### src/rtl/redmule_tiler_seq.sv
// RedMulE tiler: derives iteration counts, leftovers, strides and total lengths from M/N/K.
// Products come from one shared shift-add multiplier, one multiplier bit per cycle.
module redmule_tiler_seq #(
    parameter int unsigned ARRAY_WIDTH  = 12,
    parameter int unsigned ARRAY_HEIGHT = 4,
    parameter int unsigned PIPE_REGS    = 3,
    parameter int unsigned DIM_W        = 16,
    parameter int unsigned LEN_W        = 32
) (
    input  logic             clk_i,
    input  logic             rst_i,
    input  logic             clear_i,
    input  logic             start_i,
    input  logic [DIM_W-1:0] m_size_i,
    input  logic [DIM_W-1:0] n_size_i,
    input  logic [DIM_W-1:0] k_size_i,
    input  logic             fmt8_i,
    output logic             ready_o,
    output logic             valid_o,
    input  logic             ready_i,
    output logic             error_o,
    output logic [DIM_W-1:0] x_rows_iter_o,
    output logic [DIM_W-1:0] x_cols_iter_o,
    output logic [DIM_W-1:0] w_rows_iter_o,
    output logic [DIM_W-1:0] w_cols_iter_o,
    output logic [7:0]       x_rows_lftovr_o,
    output logic [7:0]       x_cols_lftovr_o,
    output logic [7:0]       w_rows_lftovr_o,
    output logic [7:0]       w_cols_lftovr_o,
    output logic [DIM_W-1:0] tot_stores_o,
    output logic [LEN_W-1:0] tot_x_read_o,
    output logic [LEN_W-1:0] w_tot_len_o,
    output logic [LEN_W-1:0] yz_tot_len_o,
    output logic [LEN_W-1:0] x_d1_stride_o,
    output logic [LEN_W-1:0] x_rows_offs_o,
    output logic [LEN_W-1:0] w_d0_stride_o,
    output logic [LEN_W-1:0] yz_d2_stride_o,
    output logic [LEN_W-1:0] x_buffer_slots_o
);
    localparam int unsigned TILE  = ARRAY_HEIGHT * (PIPE_REGS + 1);
    localparam int unsigned CNT_W = $clog2(DIM_W);

    localparam logic [DIM_W-1:0] AW_D     = DIM_W'(ARRAY_WIDTH);
    localparam logic [DIM_W-1:0] AH_D     = DIM_W'(ARRAY_HEIGHT);
    localparam logic [DIM_W-1:0] AH_M1_D  = DIM_W'(ARRAY_HEIGHT - 1);
    localparam logic [DIM_W-1:0] TILE_D   = DIM_W'(TILE);
    localparam logic [LEN_W-1:0] AW_L     = LEN_W'(ARRAY_WIDTH);
    localparam logic [CNT_W-1:0] CNT_LAST = CNT_W'(DIM_W - 1);

    typedef enum logic [2:0] {StIdle, StLoad, StMul1, StMul2, StDone} state_e;

    typedef struct packed {
        logic [DIM_W-1:0] x_rows_iter;
        logic [DIM_W-1:0] x_cols_iter;
        logic [DIM_W-1:0] w_rows_iter;
        logic [DIM_W-1:0] w_cols_iter;
        logic [7:0]       x_rows_lftovr;
        logic [7:0]       x_cols_lftovr;
        logic [7:0]       w_rows_lftovr;
        logic [7:0]       w_cols_lftovr;
        logic [DIM_W-1:0] tot_stores;
        logic [LEN_W-1:0] tot_x_read;
        logic [LEN_W-1:0] w_tot_len;
        logic [LEN_W-1:0] yz_tot_len;
        logic [LEN_W-1:0] x_d1_stride;
        logic [LEN_W-1:0] x_rows_offs;
        logic [LEN_W-1:0] w_d0_stride;
        logic [LEN_W-1:0] yz_d2_stride;
        logic [LEN_W-1:0] x_buffer_slots;
    } res_t;

    state_e           state_q;
    res_t             res_q, load_res;
    logic             error_q, fmt8_q;
    logic [DIM_W-1:0] m_q, n_q, k_q;
    logic [DIM_W-1:0] mplr_a_q, mplr_b_q;
    logic [LEN_W-1:0] mcand_q, acc_a_q, acc_b_q, p1_q;
    logic [LEN_W-1:0] acc_a_nxt, acc_b_nxt;
    logic [CNT_W-1:0] cnt_q;

    logic [DIM_W-1:0] xr_div, xr_mod, xc_div, xc_mod, wc_div, wc_mod, wr_div, wr_mod;
    logic [LEN_W-1:0] x_d1, w_d0;
    logic             zero_job;

    assign xr_div   = m_q / AW_D;
    assign xr_mod   = m_q % AW_D;
    assign xc_div   = n_q / TILE_D;
    assign xc_mod   = n_q % TILE_D;
    assign wc_div   = k_q / TILE_D;
    assign wc_mod   = k_q % TILE_D;
    assign wr_div   = n_q / AH_D;
    assign wr_mod   = n_q % AH_D;
    assign x_d1     = fmt8_q ? LEN_W'(n_q) : LEN_W'(n_q) << 1;
    assign w_d0     = fmt8_q ? LEN_W'(k_q) : LEN_W'(k_q) << 1;
    assign zero_job = (m_q == '0) || (n_q == '0) || (k_q == '0);

    // Products stay zero here; they are filled in when MUL2 finishes.
    always_comb begin
        load_res = '0;
        if (!zero_job) begin
            load_res.x_rows_iter    = xr_div + DIM_W'(|xr_mod);
            load_res.x_cols_iter    = xc_div + DIM_W'(|xc_mod);
            load_res.w_cols_iter    = wc_div + DIM_W'(|wc_mod);
            load_res.w_rows_iter    = (wr_div + DIM_W'(|wr_mod)) * AH_D;
            load_res.x_rows_lftovr  = xr_mod[7:0];
            load_res.x_cols_lftovr  = xc_mod[7:0];
            load_res.w_cols_lftovr  = wc_mod[7:0];
            load_res.w_rows_lftovr  = wr_mod[7:0];
            load_res.x_d1_stride    = x_d1;
            load_res.w_d0_stride    = w_d0;
            load_res.x_rows_offs    = AW_L * x_d1;
            load_res.yz_d2_stride   = AW_L * w_d0;
            load_res.x_buffer_slots = LEN_W'(((xc_mod + AH_M1_D) / AH_D) * AH_D);
        end
    end

    assign acc_a_nxt = acc_a_q + (mplr_a_q[0] ? mcand_q : '0);
    assign acc_b_nxt = acc_b_q + (mplr_b_q[0] ? mcand_q : '0);

    always_ff @(posedge clk_i or posedge rst_i) begin
        if (rst_i) begin
            state_q  <= StIdle;
            res_q    <= '0;
            error_q  <= 1'b0;
            fmt8_q   <= 1'b0;
            m_q      <= '0;
            n_q      <= '0;
            k_q      <= '0;
            mplr_a_q <= '0;
            mplr_b_q <= '0;
            mcand_q  <= '0;
            acc_a_q  <= '0;
            acc_b_q  <= '0;
            p1_q     <= '0;
            cnt_q    <= '0;
        end else if (clear_i) begin
            state_q <= StIdle;
            res_q   <= '0;
            error_q <= 1'b0;
            cnt_q   <= '0;
        end else begin
            unique case (state_q)
                StIdle: begin
                    if (start_i) begin
                        m_q     <= m_size_i;
                        n_q     <= n_size_i;
                        k_q     <= k_size_i;
                        fmt8_q  <= fmt8_i;
                        state_q <= StLoad;
                    end
                end
                StLoad: begin
                    res_q    <= load_res;
                    error_q  <= zero_job;
                    mcand_q  <= LEN_W'(load_res.x_rows_iter);
                    mplr_a_q <= load_res.w_cols_iter;
                    acc_a_q  <= '0;
                    cnt_q    <= '0;
                    state_q  <= zero_job ? StDone : StMul1;
                end
                StMul1: begin
                    mcand_q  <= mcand_q << 1;
                    mplr_a_q <= mplr_a_q >> 1;
                    acc_a_q  <= acc_a_nxt;
                    cnt_q    <= cnt_q + CNT_W'(1);
                    // P1 seeds the shared multiplicand; both MUL2 factors come from the iters.
                    if (cnt_q == CNT_LAST) begin
                        p1_q     <= acc_a_nxt;
                        mcand_q  <= acc_a_nxt;
                        mplr_a_q <= res_q.x_cols_iter;
                        mplr_b_q <= res_q.w_rows_iter;
                        acc_a_q  <= '0;
                        acc_b_q  <= '0;
                        cnt_q    <= '0;
                        state_q  <= StMul2;
                    end
                end
                StMul2: begin
                    mcand_q  <= mcand_q << 1;
                    mplr_a_q <= mplr_a_q >> 1;
                    mplr_b_q <= mplr_b_q >> 1;
                    acc_a_q  <= acc_a_nxt;
                    acc_b_q  <= acc_b_nxt;
                    cnt_q    <= cnt_q + CNT_W'(1);
                    if (cnt_q == CNT_LAST) begin
                        res_q.tot_x_read <= acc_a_nxt;
                        res_q.w_tot_len  <= acc_b_nxt;
                        res_q.yz_tot_len <= AW_L * p1_q;
                        res_q.tot_stores <= p1_q[DIM_W-1:0];
                        cnt_q            <= '0;
                        state_q          <= StDone;
                    end
                end
                StDone: begin
                    if (ready_i) begin
                        error_q <= 1'b0;
                        state_q <= StIdle;
                    end
                end
                default: state_q <= StIdle;
            endcase
        end
    end

    assign ready_o          = (state_q == StIdle);
    assign valid_o          = (state_q == StDone);
    assign error_o          = error_q;
    assign x_rows_iter_o    = res_q.x_rows_iter;
    assign x_cols_iter_o    = res_q.x_cols_iter;
    assign w_rows_iter_o    = res_q.w_rows_iter;
    assign w_cols_iter_o    = res_q.w_cols_iter;
    assign x_rows_lftovr_o  = res_q.x_rows_lftovr;
    assign x_cols_lftovr_o  = res_q.x_cols_lftovr;
    assign w_rows_lftovr_o  = res_q.w_rows_lftovr;
    assign w_cols_lftovr_o  = res_q.w_cols_lftovr;
    assign tot_stores_o     = res_q.tot_stores;
    assign tot_x_read_o     = res_q.tot_x_read;
    assign w_tot_len_o      = res_q.w_tot_len;
    assign yz_tot_len_o     = res_q.yz_tot_len;
    assign x_d1_stride_o    = res_q.x_d1_stride;
    assign x_rows_offs_o    = res_q.x_rows_offs;
    assign w_d0_stride_o    = res_q.w_d0_stride;
    assign yz_d2_stride_o   = res_q.yz_d2_stride;
    assign x_buffer_slots_o = res_q.x_buffer_slots;

endmodule

### config.mk
export PLATFORM = sky130hd
export DESIGN_NAME = redmule_tiler_seq
export DESIGN_NICKNAME = d
export VERILOG_FILES = /design/src/rtl/redmule_tiler_seq.sv
export SDC_FILE = /design/constraint.sdc
export NUM_CORES = 1
export LEC_CHECK = 0
export CAP_MARGIN = 15
export CORE_MARGIN = 1.5
export CORE_UTILIZATION = 55
export DETAILED_ROUTE_END_ITERATION = 16
export PLACE_DENSITY_LB_ADDON = 0.1
export SYNTH_ARGS = -nofsm -noshare
export SYNTH_HDL_FRONTEND = slang
export SYNTH_SLANG_ARGS = --single-unit
### constraint.sdc
create_clock -name clk_i -period 20.3 [get_ports clk_i]
set_input_delay 4.06 -clock clk_i [delete_from_list [all_inputs] [get_ports clk_i]]
set_output_delay 4.06 -clock clk_i [all_outputs]
set_load 0.005 [all_outputs]
## After elaboration in Yosys (flattened, before gate mapping)

Cells that the tools add are included.

- Output and inout port bits: 371
- Input bits: 54
- Word-level logic and storage cells: 112
- Register bits after elaboration: 585

- Reduce and logical (&&, ||, !) cells: 24
- Multiply operators: 3
- Bitwise logic cells: 1
- Mux-type cells: 34
- Add/sub/neg operators: 8
- Divide/modulo/power cells: 2
- Eq/ne operators: 10

Operator list:

| kind | number |
|---|---|
| $mux 368 | 1 |
| $mux 160 | 2 |
| $pmux 112 s2 | 1 |
| $mux 96 | 2 |
| $pmux 32 s3 | 2 |
| $mux 32 | 5 |
| $mux 112 | 1 |
| $add 32x32->32 | 2 |
| $pmux 32 s2 | 1 |
| $logic_not 16->1 | 3 |
| $pmux 16 s3 | 1 |
| $mul 2x17->19 const A | 2 |
| $mux 17 | 2 |
| $mul 2x32->30 const A | 1 |
| $mux 16 | 2 |
| $pmux 16 s2 | 1 |
| $add 12x1->13 | 2 |
| $mux 3 | 6 |
| $add 16x1->16 | 1 |
| $div 16x4->16 const B | 1 |
| $mod 16x4->16 const B | 1 |
| $reduce_or 16->1 | 1 |
| $pmux 3 s5 | 1 |
| $add 14x1->14 | 1 |
| 23 further kinds | 39 |

## Longest topological paths before layout

Gate-level depths: netlist of run 1.

- Word-level depth: 6
- Depth in mapped cells: 26

## Least setup slack after synthesis of run 1

OpenSTA, ideal clock, no wires.

- Path type: input port to flip-flop
- From: in clear_i
- To: reg k_q[0]
- Arrival: 5.802 ns
- Required time: 20.175 ns
- Slack: 14.373 ns
- Stages: 6
- Cell sequence: clkbuf_1 -> clkbuf_1 -> nand3b_1 -> buf_1 -> buf_1 -> mux2_2

- Word-level cells in the longest chain between the ends: 2

Ends and longest elaborated chain:

| what | RTL line | RTL |
|---|---|---|
| start, declared | 12 | `input logic clear_i,` |
| $not 1->1 (no source line) | - |  |
| $reduce_and 3->1 (no source line) | - |  |
| end signal, assigned | 147 | `k_q <= k_size_i;` |
| end, declared | 75 | `logic [DIM_W-1:0] m_q, n_q, k_q;` |

No other way between the ends.
A chain may end at the register's enable or synchronous reset.

## Worst setup path in the final report of run 1

- From: reg m_q[15]
- To: reg mcand_q[12]

- Word-level cells in the longest chain between the ends: 5
- Elaborated cells on any way between the ends: 9

Ends and longest elaborated chain:

| what | RTL line | RTL |
|---|---|---|
| start, declared | 75 |  |
| start signal, assigned | 145 | `m_q <= m_size_i;` |
| $mod 16x4->16 or $logic_not 16->1 (tied branches) | 86, 95 |  |
| $reduce_or 16->1 or $logic_or 1x1->1 (tied branches) | 101, 95 |  |
| $add 16x1->16 or $logic_or 1x1->1 (tied branches) | 101, 95 |  |
| $mux 96 * | 100 | `if (!zero_job) begin` |
| $pmux 32 s3 * | 142 | `unique case (state_q)` |
| end signal, assigned | 155 | `mcand_q <= LEN_W'(load_res.x_rows_iter);` |
| end signal, assigned | 162 | `mcand_q <= mcand_q << 1;` |
| end signal, assigned | 169 | `mcand_q <= acc_a_nxt;` |
| end, declared | 77 | `logic [LEN_W-1:0] mcand_q, acc_a_q, acc_b_q, p1_q;` |

Mark *: on every way between the ends. The rest lies on a longest branch, timed or not.

==> results of run 1 <==
final cells by class:
type	count	area [sq um]	share of cell area, %
repair buffers	336	3320	10.5
inverters	60	233	0.736
multi-input cells	2163	13900	44.0
well taps	615	769	2.43
clock inverters	25	389	1.23
diodes	2	5.00	0.0158
clock buffers	65	1400	4.42
flip-flops and latches	463	11600	36.6
worst min-delay path, stage by stage (launching register included):
cell     delay, ns
dfrtp_1       0.34
nand2_1       0.05
nand2_1       0.05
synthesized netlist by cell type (20+ instances only):
master    number  area share [%]
dfrtp_1      463              43
nor2_1       118             1.7
clkbuf_1     139             1.9
a22o_1       120             3.9
ha_1         133             6.2
inv_1         60            0.84
and2_1        75             1.7
o21ai_0      250             4.7
xnor2_1       91             3.0
buf_4        120             3.4
nand2b_1      24            0.56
o21bai_1      23            0.64
nor3_1        43            0.80
xor2_1        58             1.9
mux2_2        76             3.2
mux2i_1       33             1.2
a21oi_1      112             2.1
a31oi_1       20            0.47
o21a_1        22            0.62
nand3_1       60             1.1
nand2_1      488             6.8
a21o_1        50             1.4
logic make-up after synthesis:
| kind of cell | count (synthesis) |
|---|---|
| other cells | 1 |
| compound gates | 747 |
| flops | 463 |
| buf+inv | 345 |
| fa+ha+maj | 138 |
| xor+xnor | 150 |
| mux | 110 |
| simple gates | 907 |
worst min-delay path by stage:
stage,cells after the start,to,start
6_report,2,tot_stores_o[12]$_DFFE_PP0P_,tot_stores_o[12]$_DFFE_PP0P_
3_5_place_dp,2,tot_stores_o[12]$_DFFE_PP0P_,tot_stores_o[12]$_DFFE_PP0P_
3_3_place_gp,2,tot_x_read_o[1]$_DFFE_PP0P_,tot_x_read_o[1]$_DFFE_PP0P_
5_1_grt,2,tot_stores_o[8]$_DFFE_PP0P_,tot_stores_o[8]$_DFFE_PP0P_
2_1_floorplan,2,mplr_b_q[10]$_DFFE_PP0P_,mplr_b_q[10]$_DFFE_PP0P_
4_1_cts,2,tot_stores_o[12]$_DFFE_PP0P_,tot_stores_o[12]$_DFFE_PP0P_
metrics by stage:
step	util (%)	hold WS [ns]	worst slack (ns)	cell area, sq um
final	66.0	0.467	13.23	31600
after global routing	66.0	0.490	12.71	31600
after CTS	65.9	0.473	13.32	31600
after detailed placement	62.2	0.461	12.96	29800
after global placement	62.2	0.449	13.01	29800
after floorplan	-	0.449	3.33	27200
cells in the final DEF (no fill, tap or decap), drive strengths merged, types with 14 or more instances in the layout:
cell type,count
a31oi,20
mux2i,33
and2,75
o31ai,19
o21a,22
a22o,120
xor2,58
ha,133
xnor2,92
buf,23
o211ai,14
nand3,60
inv,61
nor2b,18
nand2,488
o21ai,258
o21bai,23
nand2b,24
nor3,43
nor2,118
or3,18
a21o,50
clkbuf,65
clkdlybuf4s50,313
mux2,77
a21oi,113
conb,111
dfrtp,463
power by group through the flow:
stage | Sequential (uW) | Clock (uW) | Combinational, uW
3_5_place_dp | 1220 | 0 | 1230
4_1_cts | 1210 | 1010 | 1250
5_1_grt | 1230 | 1050 | 1380
3_3_place_gp | 1220 | 0 | 1210
2_1_floorplan | 1140 | 0 | 911
6_report | 1210 | 1000 | 1250
metal layers:
layer | global-route usage [%] | routed length (um) | vias to the layer above | part of all wire, %
li1 | - | - | 10279 | -
met1 | 38.6 | 31200 | 10686 | 42
met2 | 49.2 | 35400 | 780 | 47
met3 | 7.53 | 5790 | 140 | 7.7
met4 | 10.4 | 2640 | 0 | 3.5
met5 | 0 | 0 | - | 0
sequential cells by signal (all words and copies together), names as in the netlist, 16 cells and up:
name            flops
n_q                16
w_d0_stride_o      17
yz_tot_len_o       29
w_tot_len_o        32
tot_x_read_o       32
k_q                16
acc_a_q            32
mcand_q            32
m_q                16
x_rows_offs_o      18
x_d1_stride_o      17
acc_b_q            32
tot_stores_o       16
yz_d2_stride_o     18
p1_q               30
mplr_b_q           16
==> qor.csv, run 1 <==
metric;value;unit
crit_arrival;7.55;ns
r2r-end;mcand_q[12]$_DFFE_PP0P_;
grt_pass1_vias;21773;
synth_xor_area_share;4.93;%
slew-limit-headroom;24.1;%
avgViaCountPerCell;5.87;
p_sw_share;36.5;%
yosys.area_share.simple;15.5;%
clockRootBuffer;clkbuf_16;
antenna_found_initial;1;
initial_core_util;55.9;%
path_max_fanout;23;
dr.pass1.iters;6;
ios;425;
track_usage;30.0;%
dieArea;50100;sq um
cts_resized;0;
start_kind;flip-flop;
clkLatencyLatePin;0.60;ns
grt_first_pass_wirelength;119;mm
overflow;0;
clockBufferDepth;3;
post-cts-setup-buffer-count;0;
combPwrFrac;36.1;%
synth_edf_count;0;
pwr-share-seq;35.0;%
netlist_area;26800;sq um
clock-sinks;463;
finalCriticalPeriod;7.07;ns
setup_tns;0;ns
ys_types;89;
die_w;224;um
switchingPower;1270;uW
dpl.cell_count;3637;
timing.critical_path.from;m_q[15]$_DFFE_PP0P_;
core_area;47900;sq um
route.detailed.drc;0;
cpPeakStageDelay;0.87;ns
crit_chain;and4bb_2 > a22oi_2 > and3_1 > nor2_1 > nand4bb_1 > nor4_4 > a2111oi_2 > a21oi_2 > o211ai_1 > o221ai_1 > nor3_1 > a2111o_1 > ha_1 > ha_1 > nand2_1 > inv_1 > o2111ai_2 > nor2_1 > o21ai_0 > o221ai_1 > o21a_1;
portBuffers;313;
yosys_warnings;0;
final_layout_size_suffix_gt1_share;7.36;%
slew_violations;0;
path_clk_slew;0.06;ns
ys_seq_area_share;43.2;%
cts_buffers;50;
vias;21885;
ys_seq_elements;463;
crit_path_end_kind;flip-flop;
hold_viol;0;
path_buf_inv;1;
total_power;3470;uW
synth_top_family_by_area;compound AO/OA/AOI/OAI gates;
synthCells;2861;
num-fill-cells;3881;
setup_viol;0;
cpLargestDelayFamily;compound AO/OA/AOI/OAI gates;
required;20.78;ns
synth_fa_ha_area_share;6.58;%
critPathSlowestCell;nand4bb_1;
final_antenna_net_count;0;
crit_cells;21;
period_share;34.8;%
syn_avg_cell_area;9.37;sq um
path_class;reg2reg;
routabilityCongestion;0.914;
worstMarginPinSlew;1.14;ns
syn_to_final_growth;17.9;%
synth_compound_area_share;18.6;%
status;complete, no violations;
cts_tree;yes;
power_frac_clock;28.9;%
ir_worst_vdd;0.0879;mV
die_h;224;um
htreeDepth;2;
max_freq;141;MHz
nets;3266;
async_flop_share;100;%
postCtsHoldBufs;0;
p_per_area;110;nW/um^2
rsz0062_at_grt;false;
fin_cells;3729;
grt_max_degree;181;
r2r_start;m_q[15]$_DFFE_PP0P_;
hp-class;reg2reg;
crit_end;mcand_q[12]$_DFFE_PP0P_;
synth_flop_cell;dfrtp_1;
skew;0.0249;ns
power.leakage;0.0149;uW
wl;75.0;mm
r2r_slack;13.23;ns
routedWlPerCell;20.1;um
drtIter0Drc;1518;
maxCapViolCount;0;
rr_worst_depth;21;
core.rowCount;80;
synth_mux_area_share;4.48;%
p_int;2200;uW
dp_hpwl;53.4;mm
No activity file was read; power rests on OpenSTA's default activity.
==> inputs of run 2 (changes only) <==
Clock period 20.3 ns to 6.85 ns, I/O delays scaled along.
==> run 2 against run 1 <==
First-iteration DRC count down 7.3%. Flip-flop and latch count unchanged. Via count down 0.33%. Highest routed layer unchanged. Critical path type unchanged.
==> qor.csv, run 2 (synthesis gave the netlist of run 1 again) <==
metric;value;unit
period_share;89.1;%
ir_worst_vdd;0.252;mV
post-cts-setup-buffer-count;0;
overflow;0;
syn_to_final_growth;18.1;%
postCtsHoldBufs;0;
core.rowCount;80;
initial_core_util;55.9;%
ios;425;
maxCapViolCount;0;
finalCriticalPeriod;6.10;ns
dr.pass1.iters;5;
skew;0.0183;ns
cts_buffers;51;
dp_hpwl;54.3;mm
routedWlPerCell;20.2;um
slew_violations;0;
min_path_cells;2;
final_layout_size_suffix_gt1_share;7.41;%
route.detailed.drc;0;
crit_arrival;6.59;ns
grt_first_pass_wirelength;119;mm
start_kind;flip-flop;
clockBufferDepth;3;
track_usage;29.9;%
htreeDepth;2;
die_h;224;um
clkLatencyLatePin;0.61;ns
mostFrequentLayoutCells;nand2_1 (487), dfrtp_1 (463), clkdlybuf4s50_1 (313), o21ai_0 (249), ha_1 (133);
clockRootBuffer;clkbuf_16;
nets;3270;
drtIter0Drc;1407;
path_max_fanout;23;
dieArea;50100;sq um
max_freq;164;MHz
final_common_cell;nand2_1;
cts_resized;0;
worstMarginPinSlew;1.14;ns
vias;21812;
dpl.cell_count;3640;
utilization;66.0;%
rsz0062_at_grt;false;
rr_worst_depth;22;
clock-sinks;463;
power.leakage;0.0149;uW
hp-class;reg2reg;
avgViaCountPerCell;5.84;
grt_pass1_vias;21606;
crit_path_end_kind;flip-flop;
routabilityCongestion;0.902;
p_per_area;323;nW/um^2
die_w;224;um
slew-limit-headroom;22.3;%
setup_viol;0;
antenna_found_initial;1;
fin_cells;3734;
cts_tree;yes;
required;7.34;ns
portBuffers;313;
path_class;reg2reg;
status;complete, no violations;
core_area;47900;sq um
path_clk_slew;0.06;ns
final_antenna_net_count;0;
hold_viol;0;
grt_max_degree;143;
wl;75.3;mm
run 2: changes by cell type in the layout (fill, tap and decap cells not counted), sizes merged:
cell      before  now
clkbuf        65   73
clkinv        10    6
buf           23   26
bufinv        10    8
clkinvlp       4    5
diode          2    1
run 2: stage by stage:
stage	instance area, sq um	setup WS, ns	TNS, ns	hold WS [ns]	total power (uW)
final	31700	0.748	0	0.468	10200
after global routing	31700	0.342	0	0.497	10800
after CTS	31700	0.767	0	0.473	10200
after detailed placement	29900	0.802	0	0.460	7270
after global placement	29900	1.07	0	0.451	7170
after floorplan	27200	-0.787	-364.36	0.449	6090
run 2: final timing paths:
path                                              startpoint                            to  slack [ns]
worst min-delay path            tot_stores_o[11]$_DFFE_PP0P_  tot_stores_o[11]$_DFFE_PP0P_        0.47
worst max-delay path                     m_q[15]$_DFFE_PP0P_       mcand_q[12]$_DFFE_PP0P_        0.75
max in group asynchronous                              rst_i            m_q[2]$_DFFE_PP0P_        4.16
worst max register to register           m_q[15]$_DFFE_PP0P_       mcand_q[12]$_DFFE_PP0P_        0.75
min in group asynchronous                              rst_i        acc_b_q[5]$_DFFE_PP0P_        1.08
worst min register to register  tot_stores_o[11]$_DFFE_PP0P_  tot_stores_o[11]$_DFFE_PP0P_        0.47
run 2: critical path: stages, from the launching register on:
cell       delay (ns)
dfrtp_1          0.82
and4bb_2         0.32
a22oi_2          0.27
and3_1           0.37
nor2_1           0.10
nand4bb_1        0.32
buf_4            0.29
a211oi_1         0.26
a2111oi_2        0.11
a21oi_2          0.77
o211ai_1         0.19
o221ai_1         0.14
nor3_1           0.08
a2111o_1         0.42
ha_1             0.23
ha_1             0.22
nand2_1          0.09
inv_1            0.06
o2111ai_2        0.17
nor2_1           0.08
o21ai_0          0.33
o221ai_1         0.19
o21a_1           0.13
run 2: area by class of cell:
cell class	instances	area, sq um
clock inverters	20	322
flip-flops and latches	463	11600
fillers	3960	16300
inverters	60	229
repair buffers	339	3370
clock buffers	73	1470
multi-input cells	2163	13900
diodes	1	2.50
well taps	615	769
run 2: power by group:
group / switching, uW / internal (uW)
Clock: 1150 / 1790
Sequential: 515 / 3120
Combinational: 2060 / 1600
run 2: routing by layer:
metal | share of wire (%) | wire length [um] | GRT usage, %
met2 | 48 | 35900 | 49.7
met1 | 42 | 31600 | 38.3
met5 | 0 | 0 | 0
met3 | 6.9 | 5190 | 7.11
met4 | 3.5 | 2630 | 10.3
